==> config.mk <==
export PLATFORM = sky130hd
export DESIGN_NAME = uart_inst_loader_flat
export DESIGN_NICKNAME = d
export VERILOG_FILES = /design/src/rtl/uart_inst_loader_if.sv /design/src/rtl/uart_inst_loader.sv /design/src/flat_wrapper.sv
export SDC_FILE = /design/constraint.sdc
export NUM_CORES = 1
export LEC_CHECK = 0
export ABC_AREA = 1
export BUFFER_PORTS_ARGS = -buffer_cell sky130_fd_sc_hd__buf_4
export CORE_AREA = 2 2 135 150
export CTS_BUF_LIST = sky130_fd_sc_hd__clkbuf_4 sky130_fd_sc_hd__clkbuf_8
export CTS_CLUSTER_SIZE = 25
export DETAILED_ROUTE_END_ITERATION = 7
export DIE_AREA = 0 0 137 152
export PLACE_DENSITY = 0.6
export SYNTH_ARGS = -nofsm -noshare
export SYNTH_HDL_FRONTEND = slang
export SYNTH_SLANG_ARGS = --single-unit
==> constraint.sdc <==
create_clock -name clk_i -period 11.61 [get_ports clk_i]
set_input_delay 0.5805 -clock clk_i [delete_from_list [all_inputs] [get_ports clk_i]]
set_output_delay 0.5805 -clock clk_i [all_outputs]
set_load 0.02 [all_outputs]
==> src/rtl/uart_inst_loader_if.sv <==
// rtl/uart_inst_loader_if.sv - instruction-memory write port bundle
// master drives the request/word, slave returns the grant.
interface uart_inst_loader_if #(
  parameter int ADDR_WIDTH = 32
);
  logic                  mem_req_o;
  logic                  mem_gnt_i;
  logic [ADDR_WIDTH-1:0] mem_addr_o;
  logic [31:0]           mem_wdata_o;
  logic [3:0]            mem_be_o;

  modport master (
    output mem_req_o, mem_addr_o, mem_wdata_o, mem_be_o,
    input  mem_gnt_i
  );

  modport slave (
    input  mem_req_o, mem_addr_o, mem_wdata_o, mem_be_o,
    output mem_gnt_i
  );
endinterface

==> src/rtl/uart_inst_loader.sv <==
// rtl/uart_inst_loader.sv - UART 8N1 program loader into instruction memory
// Bytes are packed little-endian into words and written at consecutive word addresses.
module uart_inst_loader #(
  parameter int                    CLKS_PER_BIT = 10417,
  parameter int                    ADDR_WIDTH   = 32,
  parameter logic [ADDR_WIDTH-1:0] BASE_ADDR    = '0,
  parameter int                    MAX_WORDS    = 4096,
  parameter int                    IDLE_BITS    = 48
) (
  input  logic                clk_i,
  input  logic                rst_i,
  input  logic                uart_rx_inst,
  uart_inst_loader_if.master  mem,
  output logic                boot_done_o,
  output logic                busy_o,
  output logic [15:0]         word_count_o,
  output logic                frame_err_o,
  output logic                overrun_o
);
  localparam int CNT_W  = $clog2(CLKS_PER_BIT + 1);
  localparam int IDLE_W = $clog2(IDLE_BITS + 1);
  localparam logic [CNT_W-1:0]  HALF_BIT  = CNT_W'(CLKS_PER_BIT / 2);
  localparam logic [CNT_W-1:0]  LAST_TICK = CNT_W'(CLKS_PER_BIT - 1);
  localparam logic [IDLE_W-1:0] IDLE_LAST = IDLE_W'(IDLE_BITS);
  localparam logic [15:0]       MAX_CNT   = 16'(MAX_WORDS);

  typedef enum logic [1:0] {RX_IDLE, RX_START, RX_DATA, RX_STOP} rx_state_t;
  typedef enum logic [1:0] {LD_WAIT_FIRST, LD_LOAD, LD_DONE} ld_state_t;

  rx_state_t         rx_state, rx_state_n;
  ld_state_t         ld_state, ld_state_n;
  logic              rx_meta, rx_sync, rx_prev, fall;
  logic [CNT_W-1:0]  bit_cnt, bit_cnt_n;
  logic [2:0]        bit_idx, bit_idx_n;
  logic [7:0]        rx_byte, rx_byte_n;
  logic              byte_valid, frame_err;
  logic [1:0]        byte_sel;
  logic [31:0]       word_acc, new_word;
  logic [CNT_W-1:0]  idle_tick;
  logic [IDLE_W-1:0] idle_bits;
  logic              load_done, grant, at_max, timeout, go_done;
  logic              take_byte, word_done, flush, buf_load;

  // Preset to 1 so reset does not look like a start edge on an idle line.
  always_ff @(posedge clk_i or posedge rst_i) begin
    if (rst_i) {rx_meta, rx_sync, rx_prev} <= 3'b111;
    else       {rx_meta, rx_sync, rx_prev} <= {uart_rx_inst, rx_meta, rx_sync};
  end
  assign fall = ~rx_sync & rx_prev;

  always_ff @(posedge clk_i or posedge rst_i) begin
    if (rst_i) begin
      rx_state <= RX_IDLE;
      bit_cnt  <= '0;
      bit_idx  <= '0;
      rx_byte  <= '0;
    end else begin
      rx_state <= rx_state_n;
      bit_cnt  <= bit_cnt_n;
      bit_idx  <= bit_idx_n;
      rx_byte  <= rx_byte_n;
    end
  end

  always_comb begin
    rx_state_n = rx_state;
    bit_cnt_n  = bit_cnt + 1'b1;
    bit_idx_n  = bit_idx;
    rx_byte_n  = rx_byte;
    byte_valid = 1'b0;
    frame_err  = 1'b0;
    unique case (rx_state)
      RX_IDLE: begin
        bit_cnt_n = '0;
        if (fall && !load_done) rx_state_n = RX_START;
      end
      RX_START: if (bit_cnt == HALF_BIT) begin
        bit_cnt_n  = '0;
        bit_idx_n  = '0;
        rx_state_n = rx_sync ? RX_IDLE : RX_DATA;
      end
      RX_DATA: if (bit_cnt == LAST_TICK) begin
        bit_cnt_n = '0;
        rx_byte_n = {rx_sync, rx_byte[7:1]};
        bit_idx_n = bit_idx + 1'b1;
        if (bit_idx == 3'd7) rx_state_n = RX_STOP;
      end
      RX_STOP: if (bit_cnt == LAST_TICK) begin
        bit_cnt_n  = '0;
        rx_state_n = RX_IDLE;
        byte_valid = rx_sync & ~load_done;
        frame_err  = ~rx_sync & ~load_done;
      end
      default: rx_state_n = RX_IDLE;
    endcase
  end

  assign load_done = (ld_state == LD_DONE);
  assign grant     = mem.mem_req_o & mem.mem_gnt_i;
  assign at_max    = (word_count_o == MAX_CNT);
  assign timeout   = (idle_bits == IDLE_LAST);

  always_ff @(posedge clk_i or posedge rst_i) begin
    if (rst_i) ld_state <= LD_WAIT_FIRST;
    else       ld_state <= ld_state_n;
  end

  // A partial word must be flushed (byte_sel back to 0) before a timeout may finish the load.
  always_comb begin
    ld_state_n = ld_state;
    go_done    = 1'b0;
    unique case (ld_state)
      LD_WAIT_FIRST: if (byte_valid) ld_state_n = LD_LOAD;
      LD_LOAD: if (!mem.mem_req_o && (at_max || (timeout && byte_sel == 2'd0))) begin
        go_done    = 1'b1;
        ld_state_n = LD_DONE;
      end
      LD_DONE: ld_state_n = LD_DONE;
      default: ld_state_n = LD_WAIT_FIRST;
    endcase
  end

  assign busy_o      = (ld_state == LD_LOAD);
  assign boot_done_o = load_done;

  assign take_byte = byte_valid & ~go_done;
  assign word_done = take_byte & (byte_sel == 2'd3);
  assign flush     = busy_o & timeout & (byte_sel != 2'd0) & ~mem.mem_req_o & ~byte_valid;
  assign new_word  = word_done ? {rx_byte, word_acc[23:0]} : word_acc;
  assign buf_load  = (word_done | flush) & (~mem.mem_req_o | mem.mem_gnt_i);
  assign mem.mem_be_o = 4'hF;

  always_ff @(posedge clk_i or posedge rst_i) begin
    if (rst_i) begin
      byte_sel        <= '0;
      word_acc        <= '0;
      mem.mem_req_o   <= 1'b0;
      mem.mem_addr_o  <= BASE_ADDR;
      mem.mem_wdata_o <= '0;
      word_count_o    <= '0;
      overrun_o       <= 1'b0;
      frame_err_o     <= 1'b0;
      idle_tick       <= '0;
      idle_bits       <= '0;
    end else begin
      frame_err_o <= frame_err;
      // Byte 0 of each word clears the upper bytes, which gives the zero padding on flush.
      if (take_byte) begin
        byte_sel <= byte_sel + 1'b1;
        if (byte_sel == 2'd0) word_acc <= {24'h0, rx_byte};
        else                  word_acc[8*byte_sel +: 8] <= rx_byte;
      end else if (flush) begin
        byte_sel <= '0;
      end
      if (grant) begin
        mem.mem_addr_o <= mem.mem_addr_o + ADDR_WIDTH'(4);
        word_count_o   <= word_count_o + 16'd1;
      end
      if (buf_load) begin
        mem.mem_req_o   <= 1'b1;
        mem.mem_wdata_o <= new_word;
      end else if (grant) begin
        mem.mem_req_o <= 1'b0;
      end
      if (word_done && mem.mem_req_o && !mem.mem_gnt_i) overrun_o <= 1'b1;
      if (take_byte) begin
        idle_tick <= '0;
        idle_bits <= '0;
      end else if (busy_o && rx_state == RX_IDLE && !timeout) begin
        if (idle_tick == LAST_TICK) begin
          idle_tick <= '0;
          idle_bits <= idle_bits + 1'b1;
        end else begin
          idle_tick <= idle_tick + 1'b1;
        end
      end
    end
  end
endmodule

==> src/flat_wrapper.sv <==
// flat-port wrapper written by rule: the top's interface ports become plain ports
module uart_inst_loader_flat 
#(
  parameter int                    CLKS_PER_BIT = 10417,
  parameter int                    ADDR_WIDTH   = 32,
  parameter logic [ADDR_WIDTH-1:0] BASE_ADDR    = '0,
  parameter int                    MAX_WORDS    = 4096,
  parameter int                    IDLE_BITS    = 48
)
  (clk_i, rst_i, uart_rx_inst, boot_done_o, busy_o, word_count_o, frame_err_o, overrun_o, mem_mem_req_o, mem_mem_addr_o, mem_mem_wdata_o, mem_mem_be_o, mem_mem_gnt_i);
  uart_inst_loader_if #(.ADDR_WIDTH(ADDR_WIDTH)) mem_i ();
  input  logic clk_i;
  input  logic rst_i;
  input  logic uart_rx_inst;
  output logic boot_done_o;
  output logic busy_o;
  output logic [15:0] word_count_o;
  output logic frame_err_o;
  output logic overrun_o;
  output wire logic [$bits(mem_i.mem_req_o)-1:0] mem_mem_req_o;
  output wire logic [$bits(mem_i.mem_addr_o)-1:0] mem_mem_addr_o;
  output wire logic [$bits(mem_i.mem_wdata_o)-1:0] mem_mem_wdata_o;
  output wire logic [$bits(mem_i.mem_be_o)-1:0] mem_mem_be_o;
  input wire logic [$bits(mem_i.mem_gnt_i)-1:0] mem_mem_gnt_i;
  assign mem_mem_req_o = mem_i.mem_req_o;
  assign mem_mem_addr_o = mem_i.mem_addr_o;
  assign mem_mem_wdata_o = mem_i.mem_wdata_o;
  assign mem_mem_be_o = mem_i.mem_be_o;
  assign mem_i.mem_gnt_i = mem_mem_gnt_i;
  uart_inst_loader #(.CLKS_PER_BIT(CLKS_PER_BIT), .ADDR_WIDTH(ADDR_WIDTH), .BASE_ADDR(BASE_ADDR), .MAX_WORDS(MAX_WORDS), .IDLE_BITS(IDLE_BITS)) u_core (.clk_i(clk_i), .rst_i(rst_i), .uart_rx_inst(uart_rx_inst), .mem(mem_i), .boot_done_o(boot_done_o), .busy_o(busy_o), .word_count_o(word_count_o), .frame_err_o(frame_err_o), .overrun_o(overrun_o));
endmodule
==> metrics.md <==
| Metric | Value |
|---|---|
| Finish-stage setup viols | `0` |
| Hold Path Class | `in -> reg` |
| DRC | `0` |
| Layout Nets | `~1100` |
| CP Launch Type | `flop` |
| Min Tclk post-route | `3.48 ns` |
| Hold path endpoint | `u_core.rx_meta` |
| Post-CTS Setup Inserts | `0` |
| Routed vias | `6454` |
| Worst-Margin Slew | `about 0.91 ns` |
| WL final | `18.1 mm` |
| Die Ht | `152 µm` |
| Hold path depth | `1` |
| R2R Setup Slk | `8.13 ns` |
| Max-capacitance violation count | `0` |
| HPWL after DPL | `12.8 mm` |
| Vias/cell | `4.86` |
| Mapped Area | `0.00851 mm²` |
| First-pass GRT wire length | `30.6 mm` |
| Resized cells post-CTS | `0` |
| Initial antenna violation count | `0` |
| Area grow syn2layout | `14.2%` |
| DRT antenna net count | `0` |
| Die X-Extent | `137 µm` |
| DRT iter0 DRCs | `about 330` |
| Vias in the first global route | `6198` |
| Ant. Diodes | `0` |
| Final hold vios | `0` |
| Maximum VDD drop | `0.0675 mV` |
| Status | `finished, final reports clean` |
| Row cnt | `between 50 and 60` |
| Core ar. | `0.0195 mm²` |
| Unique masters post-synth | `47` |
| PortBufs | `86` |
| Slew Limit Fails | `0` |
| Io pins | `93` |
| Reg2Reg Capture Point | `u_core.idle_bits[4]` |
| Pwr dens | `between 100 and 150 mW/mm²` |
| CP Capture Type | `flop` |
| Arrival time worst endpoint | `3.85 ns` |
| Ratio of cells with drive above 1 in the final layout | `0.162` |
| Gp weighted congestion | `0.853` |
| Starting Density | `0.437` |
| Drt wl/cell | `about 14 µm` |
| Synth Register Bits | `167` |
| Leakage | `4.94 nW` |
| R2r worst-path depth | `8` |
| Mapped Cells | `~1000` |
| CTS max path bufs | `2` |
| Pre-antenna DRT Iters | `5` |
| Synth async-reset ratio | `1.00` |
| Ys flop type | `dfrtp_1` |
| Worst Setup Path Type | `reg -> reg` |
| Post-CTS Hold Fix Bufs | `0` |
| Synth Area per Inst | `around 8.7 µm²` |
| Crit Path Max Fanout | `21` |
| TNS Setup | `0 ns` |
| Tot Pwr | `about 1.2 mW` |
| CTS tree | `done` |
| Fmax | `287 MHz` |
| Unrepaired setup endpoints after global routing | `false` |
| Pin count of the biggest net entering global routing | `slightly below 100` |
| Worst-Skew Late Latency | `0.46 ns` |
| FF-to-FF Start | `u_core.byte_sel[0]` |
| HP Start | `uart_rx_inst` |
| Grt total ovfl | `0` |
| EDFF count, synth | `0` |
| WP data required | `approximately 12 ns` |
| Relative slew slack | `0.394` |
| Yosys warns | `0` |
| Clk_skew | `0.0221 ns` |
| Fin crit share | `0.300` |
| CTS clk-pin slew, worst paths | `about 0.090 ns` |
| H-tree levels | `4` |
| Register area share after synthesis | `0.492` |
| Root Driver | `clkbuf_8` |
| CTS sink cnt | `167` |
| DIE AREA | `~0.021 mm²` |
| Total GRT Usage | `0.183` |
| Clock buffer count from CTS | `17` |
==> where the power goes <==
| part | internal, mW | leakage (nW) | switching (mW) | total (mW) |
|---|---|---|---|---|
| clock network | 0.219 | 0.200 | 0.213 | 0.432 |
| registers | 0.595 | 2.25 | 0.0138 | 0.609 |
| logic | 0.0381 | 2.49 | 0.0780 | 0.116 |
==> flip-flops by register name, indices dropped and copies added (netlist names), named ones only <==
name	cells
u_core.rx_state	1
u_core.rx_byte	8
u_core.rx_sync	1
u_core.bit_idx	3
u_core.rx_prev	1
u_core.bit_cnt	14
u_core.frame_err_o	1
u_core.ld_state	2
u_core.word_count_o	16
u_core.overrun_o	1
u_core.byte_sel	2
u_core.rx_meta	1
u_core.idle_tick	14
u_core.mem.mem_wdata_o	32
u_core.word_acc	32
u_core.mem.mem_req_o	1
u_core.mem.mem_addr_o	30
u_core.idle_bits	6
==> layout make-up <==
| class | instances | area, µm² |
|---|---|---|
| fill | 1902 | 9740 |
| timing repair buffer | 88 | 661 |
| clock inverter | 11 | 149 |
| sequential | 167 | 4180 |
| multi-input combinational | 686 | 3750 |
| inverter | 105 | 404 |
| clock buffer | 20 | 256 |
| tap | 252 | 315 |
==> worst max-delay path, cell delays in order, from the launching register on <==
cell and delay, ns:
dfrtp_1 0.52, inv_1 0.20, ha_1 0.60, nand3_1 0.20, nand2_1 0.13, nand3_2 0.31, nand3_1 0.74, o21ai_0 0.42
o21ai_0 0.27
==> Yosys cell counts (3+ instances only) <==
library cell | count | share of area
nand2_1 | 247 | 0.11
dfrtp_1 | 164 | 0.48
inv_1 | 98 | 0.043
nor2_1 | 94 | 0.041
nand3_1 | 84 | 0.049
xor2_1 | 53 | 0.055
o21ai_0 | 44 | 0.026
nand4_1 | 30 | 0.022
ha_1 | 24 | 0.035
nor3_1 | 17 | 0.010
o21ai_2 | 16 | 0.016
xnor2_1 | 13 | 0.013
clkbuf_1 | 9 | 0.0040
buf_4 | 8 | 0.0071
a21oi_1 | 6 | 0.0035
buf_2 | 6 | 0.0035
buf_6 | 6 | 0.0079
nor2_2 | 6 | 0.0044
nand3_2 | 5 | 0.0059
nand2_4 | 4 | 0.0053
nand3b_1 | 4 | 0.0035
clkinv_1 | 3 | 0.0013
dfstp_2 | 3 | 0.0093
inv_2 | 3 | 0.0013
nand2_2 | 3 | 0.0022
or2_1 | 3 | 0.0022
==> cells in the final DEF, fill, tap and decap left out, types with 13 or more instances in the layout <==
| cell type | instances |
|---|---|
| dfrtp_1 | 164 |
| buf_4 | 88 |
| nor3_1 | 17 |
| clkbuf_8 | 17 |
| xnor2_1 | 13 |
| nand2_1 | 247 |
| nand3_1 | 84 |
| xor2_1 | 53 |
| o21ai_0 | 44 |
| nand4_1 | 30 |
| nor2_1 | 94 |
| o21ai_2 | 16 |
| ha_1 | 24 |
| inv_1 | 97 |
==> worst max-delay path by stage <==
stage                           to  slack (ns)                from
5_1_grt        u_core.idle_bits[4]        7.68  u_core.byte_sel[0]
4_1_cts        u_core.idle_bits[1]        8.12  u_core.byte_sel[0]
3_5_place_dp   u_core.idle_bits[1]        8.14  u_core.byte_sel[0]
6_report       u_core.idle_bits[4]        8.13  u_core.byte_sel[0]
3_3_place_gp   u_core.idle_bits[5]        8.30  u_core.byte_sel[0]
2_1_floorplan            async pin        6.52               rst_i
==> through the flow <==
step / instances / area [µm²] / utilization / setup WS (ns) / hold slack (ns)
finish: 1329 / 9720 / 0.499 / 8.13 / 0.228
global placement: 1298 / 9310 / 0.479 / 8.30 / 0.348
floorplan: 987 / 8520 / - / 6.52 / 0.345
CTS: 1329 / 9720 / 0.499 / 8.12 / 0.201
global route: 1329 / 9720 / 0.499 / 7.68 / 0.202
detailed placement: 1298 / 9310 / 0.479 / 8.14 / 0.355
==> logic make-up (layout without fill, tap and decap cells) <==
family          Yosys count  count (layout)  synth area share
simple gates            513             513             0.277
compound gates           77              77            0.0576
xor+xnor                 66              66            0.0679
other cells               2               6          0.000883
buf+inv                 134             224            0.0694
fa+ha+maj                24              24            0.0353
flops                   167             167             0.492
==> layer usage <==
metal	share of wire	global-route usage
met5	0	0
met4	0.013	0.0574
met3	0.028	0.0310
met2	0.48	0.292
met1	0.48	0.255
No activity file was read; power rests on OpenSTA's default activity.
